==> config.mk <==
export PLATFORM = sky130hd
export DESIGN_NAME = cla_8bit
export DESIGN_NICKNAME = d
export VERILOG_FILES = /design/src/rtl/cla_8bit.sv
export SDC_FILE = /design/constraint.sdc
export NUM_CORES = 1
export LEC_CHECK = 0
export ABC_CLOCK_PERIOD_IN_PS = 3100
export BUFFER_PORTS_ARGS = -buffer_cell sky130_fd_sc_hd__clkbuf_2
export CORE_MARGIN = 8
export CORE_UTILIZATION = 45
export CTS_BUF_LIST = sky130_fd_sc_hd__clkbuf_4 sky130_fd_sc_hd__clkbuf_8
export DETAILED_ROUTE_END_ITERATION = 12
export GPL_TIMING_DRIVEN = 0
export PLACE_DENSITY = 0.8
export SLEW_MARGIN = 20
export SYNTH_ARGS = -nofsm -noshare
export SYNTH_HDL_FRONTEND = slang
export SYNTH_SLANG_ARGS = --single-unit
==> constraint.sdc <==
create_clock -name clk -period 3.1 [get_ports clk]
set_input_delay 0.62 -clock clk [delete_from_list [all_inputs] [get_ports clk]]
set_output_delay 0.62 -clock clk [all_outputs]
set_load 0.05 [all_outputs]
==> src/rtl/cla_8bit.sv <==
// ============================================================================
// Module   : cla_8bit
// Purpose  : Registered 8-bit two's-complement adder/subtractor using a
//            two-level carry-lookahead network, with carry-out and overflow.
//            Define CLA_8BIT_IN_REG_EN to add an input register stage (latency 2).
// Revision : 1.0 - initial release
// ============================================================================
`default_nettype none

module cla_8bit (
  input  logic       clk,
  input  logic       rst_n,
  input  logic       in_valid,
  input  logic [7:0] A,
  input  logic [7:0] B,
  input  logic       Add_ctrl,
  output logic [7:0] SUM,
  output logic       C_out,
  output logic       v,
  output logic       out_valid
);

  // Flat 4-bit lookahead block: returns {GG, GP, c3, c2, c1} for one group.
  function automatic logic [4:0] cla4(input logic [3:0] g, input logic [3:0] p,
                                      input logic ci);
    logic c1, c2, c3, gg, gp;
    c1 = g[0] | (p[0] & ci);
    c2 = g[1] | (p[1] & g[0]) | (p[1] & p[0] & ci);
    c3 = g[2] | (p[2] & g[1]) | (p[2] & p[1] & g[0]) | (p[2] & p[1] & p[0] & ci);
    gg = g[3] | (p[3] & g[2]) | (p[3] & p[2] & g[1]) | (p[3] & p[2] & p[1] & g[0]);
    gp = &p;
    return {gg, gp, c3, c2, c1};
  endfunction

  logic [7:0] w_a;
  logic [7:0] w_b;
  logic       w_add;
  logic       w_vld;

`ifdef CLA_8BIT_IN_REG_EN
  logic [7:0] r_a;
  logic [7:0] r_b;
  logic       r_add;
  logic       r_vld;

  always_ff @(posedge clk) begin
    if (!rst_n) begin
      r_a   <= 8'h00;
      r_b   <= 8'h00;
      r_add <= 1'b0;
      r_vld <= 1'b0;
    end else begin
      r_a   <= A;
      r_b   <= B;
      r_add <= Add_ctrl;
      r_vld <= in_valid;
    end
  end

  assign w_a   = r_a;
  assign w_b   = r_b;
  assign w_add = r_add;
  assign w_vld = r_vld;
`else
  assign w_a   = A;
  assign w_b   = B;
  assign w_add = Add_ctrl;
  assign w_vld = in_valid;
`endif

  logic [7:0] w_bx;
  logic [7:0] w_g;
  logic [7:0] w_p;
  logic       w_c0;
  logic [4:0] w_grp0;
  logic [4:0] w_grp1;
  logic       w_c4;
  logic       w_c8;
  logic [7:0] w_c;
  logic [7:0] w_sum;
  logic       w_ovf;

  // Subtract is A + ~B + 1: invert B and inject the +1 as carry-in.
  assign w_c0 = ~w_add;
  assign w_bx = w_b ^ {8{~w_add}};
  assign w_g  = w_a & w_bx;
  assign w_p  = w_a ^ w_bx;

  assign w_grp0 = cla4(w_g[3:0], w_p[3:0], w_c0);
  assign w_c4   = w_grp0[4] | (w_grp0[3] & w_c0);
  assign w_grp1 = cla4(w_g[7:4], w_p[7:4], w_c4);
  assign w_c8   = w_grp1[4] | (w_grp1[3] & w_grp0[4]) | (w_grp1[3] & w_grp0[3] & w_c0);

  assign w_c   = {w_grp1[2:0], w_c4, w_grp0[2:0], w_c0};
  assign w_sum = w_p ^ w_c;
  assign w_ovf = w_c8 ^ w_c[7];

  logic [7:0] r_sum;
  logic       r_cout;
  logic       r_v;
  logic       r_out_valid;

  always_ff @(posedge clk) begin
    if (!rst_n) begin
      r_sum       <= 8'h00;
      r_cout      <= 1'b0;
      r_v         <= 1'b0;
      r_out_valid <= 1'b0;
    end else begin
      r_out_valid <= w_vld;
      if (w_vld) begin
        r_sum  <= w_sum;
        r_cout <= w_c8;
        r_v    <= w_ovf;
      end
    end
  end

  assign SUM       = r_sum;
  assign C_out     = r_cout;
  assign v         = r_v;
  assign out_valid = r_out_valid;

endmodule

`default_nettype wire

**Word-level counts from Yosys, hierarchy flattened**

Index checks and enable logic that the tools add are counted.

- Register bits: 11
- Input port bits: 20
- Output and inout bits: 11

- Bitwise operators: 59
- Reductions and logical operators: 2

Operators by type and width:

| cell | number |
|---|---|
| 1-bit AND | 32 |
| 8-bit XOR | 3 |
| 1-bit bitwise OR | 21 |
| 8-bit AND | 1 |
| 4-bit AND reduction | 2 |
| 1-bit NOT | 1 |
| 1-bit XOR | 1 |

**Depth between registers and ports, before layout**

- Depth after elaboration: 11
- Mapped depth: 11
- Depth with buffers taken out: 10

**Worst setup path before layout**

OpenSTA, ideal clock, no wires.

- Path kind: input-to-reg
- Start: input Add_ctrl
- End: register r_sum[6] (netlist: SUM[6])
- Data arrival time: 2421 ps
- Path slack: 616 ps
- Stages: 8
- Cells stage by stage: buf_6 -> xnor2_1 -> ha_1 -> nor2b_2 -> o31a_1 -> o31a_1 -> or4b_1 -> nand3_1

- Cells in the longest elaborated chain, start to end: 11
- Elaborated cells between the ends (all ways): 21
- Those cells by class: bitwise (20); reduce/logical (1)

RTL lines:

| item | RTL line | text |
|---|---|---|
| from (decl) | 16 | `input logic Add_ctrl,` |
| 1-bit NOT * | 84, 85 |  |
| 8-bit XOR | 85 | `assign w_bx = w_b ^ {8{~w_add}};` |
| 8-bit XOR or 8-bit AND (tied branches) | 87, 86 |  |
| 1-bit AND | 30 | `gg = g[3] \| (p[3] & g[2]) \| (p[3] & p[2] & g[1]) \| (p[3] & p[2] & p[1] & g[0]);` |
| 1-bit bitwise OR or 1-bit AND (tied branches) (2 in a row) | 30 |  |
| 1-bit bitwise OR | 30 |  |
| 1-bit bitwise OR | 90 | `assign w_c4 = w_grp0[4] \| (w_grp0[3] & w_c0);` |
| 1-bit AND | 28 | `c2 = g[1] \| (p[1] & g[0]) \| (p[1] & p[0] & ci);` |
| 1-bit bitwise OR | 28 |  |
| 8-bit XOR * | 95 | `assign w_sum = w_p ^ w_c;` |
| to (signal assigned) | 112 | `r_sum <= w_sum;` |
| to (decl) | 98 | `logic [7:0] r_sum;` |

Every way passes the cells marked *; elsewhere a longest branch is shown, timed or not.
A chain may end at the register's enable or synchronous reset.

**Worst setup path in the final report**

- Start: input Add_ctrl
- End: register r_sum[5] (netlist: SUM[5])

- Cells in the longest elaborated chain, start to end: 11
- Elaborated cells between the ends (all ways): 18
- Those cells by class: bitwise (17); reduce/logical (1)

RTL lines:

| item | RTL line | text |
|---|---|---|
| 1-bit NOT * | 84, 85 |  |
| 8-bit XOR | 85 |  |
| 8-bit XOR or 8-bit AND (tied branches) | 87, 86 |  |
| 1-bit AND | 30 |  |
| 1-bit bitwise OR or 1-bit AND (tied branches) (2 in a row) | 30 |  |
| 1-bit bitwise OR | 30 |  |
| 1-bit bitwise OR | 90 |  |
| 1-bit AND | 27 | `c1 = g[0] \| (p[0] & ci);` |
| 1-bit bitwise OR | 27 |  |
| 8-bit XOR * | 95 |  |

Marked as above.

==> results.md <==
* Status: completed
* H-tree depth at 1
* Global route overflow at 0
* I/O pin count at 31
* Worst slew pin tran at 0.407 ns
* Post-route clock period utilization at 77.1%
* Layout area overhead at 24.5%
* Via count at 783
* Rows at 15
* # DRC at 0
* Unrepaired setup endpoints after global routing: false
* Slew margin rel. at 72.9%
* Share of cells above drive strength 1 at 28.5%
* Ant. Diodes at 0
* Skew-Pair Late Insertion Delay at 0.26 ns
* Commonest cells after routing, fill and taps aside: clkbuf_2 (28), dfxtp_1 (11), xnor2_1 (11), ha_1 (8), nor2_1 (6)
* Area leader, netlist: dfxtp_1
* Post-Syn Instances at 91
* First-pass GRT wire length at 3.46 mm
* Post-CTS setup buffer count at 0
* Std-Cell Core Area at 1730 µm²
* Share of the yosys chip area belonging to registers at 26.8%
* Root buf cell: clkbuf_4
* Power Dens Cells at 483 nW/µm²
* Crit path DAT at 2.59 ns
* Slowest cell on crit path: fa_1
* Yosys cell types at 29
* Clk sink count at 11
* Vias in the first global route at 880
* Dpl hpwl at 1.56 mm
* Initial antenna violation count at 0
* Clock Skew at 0 ns
* TritonCTS clock tree: done
* FF+latch count, synth at 11
* Pin count of the biggest net entering global routing at 11
* Placed Instance Area at 992 µm²
* IO buf count at 28
* Min Hold Slack at 0.493 ns
* Most common cell after layout, fill and taps aside: clkbuf_2
* Hold Buf Count CTS at 0
* Post-Syn Nets at 120
* Final-report max-slew violation count at 0
* Resized cells post-CTS at 0
* CTS Buf Count at 3
* Max Buffers Root-to-Sink at 2
* Nets at 153
* Sequence of cells on the critical path: buf_6 -> xnor2_1 -> ha_1 -> o21a_1 -> o31a_1 -> o21a_1 -> nor2_1 -> fa_1 -> xnor2_1 -> mux2i_1 -> nor2b_1
* GR Util All Layers at 12.3%
* Final min period at 2.39 ns
* Count of final setup violators at 0
* Post-route ant nets at 0
* Synth Warn # at 0
* Post-layout util at 59.2%
* Worst setup path category: in -> reg
* Worst-path clk slew at 0.07 ns
* Worst min path class: reg -> reg
* Iter 0 DRT Violations at 27
* Startpoint Class: primary input
* Die height at 58.7 µm
* Via density at 5.29
* Initial DRT Pass Iterations at 5
* WL per Instance at 13.6 µm
* Setup TNS at 0 ns
* Floorplan die width at 58.7 µm
* Setup crit end kind: register
* Post-Syn Area at 821 µm²
* Leak at 0.507 nW
* Starting Density at 47.5%
* Die area at 3450 µm²
* Design area at 1020 µm²
* Post-Synthesis Mean Instance Area at 9.02 µm²
* Number of fill cells at 166
* Final hold viol count at 0
* Total Wirelength at 2.01 mm
* RD Place Congestion at 0.760
* Maximum fanout along the worst path at 10
* Peak VDD IR at 0.000241 V
* Max Clk Rate at 419 MHz
* Top cells by area, synth: dfxtp_1 (27%), ha_1 (12%), xnor2_1 (12%)
* Max incr delay on CP at 0.38 ns
* CP Data Required Time at 3.30 ns
* Max-cap viol count at 0
* Top cell type's share of synthesized area at 26.8%
-- kinds of logic (layout without fill, tap and decap cells) --
group           count (synthesis)  in the layout  synth area share (%)
buf+inv                         9             41                  5.03
xor+xnor                       11             11                  11.7
flops                          11             11                  26.8
mux                             5              5                  6.25
compound gates                 20             20                  17.7
fa+ha+maj                       9              9                  14.6
simple gates                   26             26                  17.8
-- synth_stat cells --
cell      number
a21o_1         1
a21oi_1        5
a311o_1        1
a32oi_1        1
buf_6          1
clkbuf_1       3
dfxtp_1       11
fa_1           1
ha_1           8
inv_1          5
mux2_2         1
mux2i_1        4
nand2_1        4
nand3_1        2
nand3b_1       5
nand4_1        1
nor2_1         6
nor2b_1        3
nor2b_2        1
nor3_1         2
nor3b_1        1
o211a_1        3
o21a_1         2
o21ai_0        3
o311ai_0       1
o31a_1         2
o31ai_1        1
or4b_1         1
xnor2_1       11
-- state kept, by name, indices dropped and copies added (netlist names) --
| signal | flops |
|---|---|
| C_out | 1 |
| SUM | 8 |
| out_valid | 1 |
| v | 1 |
-- layout make-up --
type / instances / area [µm²] / share of cell area (%)
Multi-Input combinational cell: 71 / 559 / 54.7
Sequential cell: 11 / 220 / 21.5
Timing Repair Buffer: 28 / 140 / 13.7
Tap cell: 25 / 31.3 / 3.06
Clock buffer: 4 / 30.0 / 2.94
Buffer: 4 / 22.5 / 2.20
Inverter: 5 / 18.8 / 1.84
-- worst paths after layout --
path,startpoint,cells past startpoint,endpoint,slack (ns)
setup / recovery,Add_ctrl,11,SUM[5]$_SDFFE_PN0P_,0.71
hold / removal,SUM[4]$_SDFFE_PN0P_,1,SUM[4]$_SDFFE_PN0P_,0.49
hold reg to reg,SUM[4]$_SDFFE_PN0P_,1,SUM[4]$_SDFFE_PN0P_,0.49
setup reg to reg,SUM[7]$_SDFFE_PN0P_,3,SUM[7]$_SDFFE_PN0P_,2.19
-- metrics by stage --
step | std cells | worst slack (ns) | power, mW
after floorplan | 91 | 0.616 | 0.334
after global placement | 144 | 0.506 | 0.380
after detailed placement | 144 | 0.460 | 0.387
after CTS | 148 | 0.687 | 0.494
after global routing | 148 | 0.567 | 0.517
final | 148 | 0.711 | 0.494
-- layer usage --
layer,GRT usage (%),part of all wire (%),vias up,routed length (µm)
met5,0,0,-,0
li1,-,-,390,-
met2,23.3,52,33,1040
met3,2.39,6.6,8,132
met1,12.6,39,352,785
met4,5.80,2.5,0,51
-- critical path: cells and delay by family --
kind / cells / cell delay (ns)
XOR/XNOR: 2 / 0.35
multiplexers: 1 / 0.11
buffers and inverters: 1 / 0.13
adder cells (fa/ha/maj): 2 / 0.72
AO/OA/AOI/OAI: 3 / 0.48
AND/OR/NAND/NOR: 2 / 0.18
-- power breakdown --
| part | internal [mW] | switching (mW) | leakage, nW |
|---|---|---|---|
| Sequential | 0.158 | 0.00838 | 0.0910 |
| Combinational | 0.0810 | 0.139 | 0.398 |
| Clock | 0.0585 | 0.0490 | 0.0184 |
| Total | 0.298 | 0.196 | 0.507 |
No activity file was read; power rests on OpenSTA's default activity.
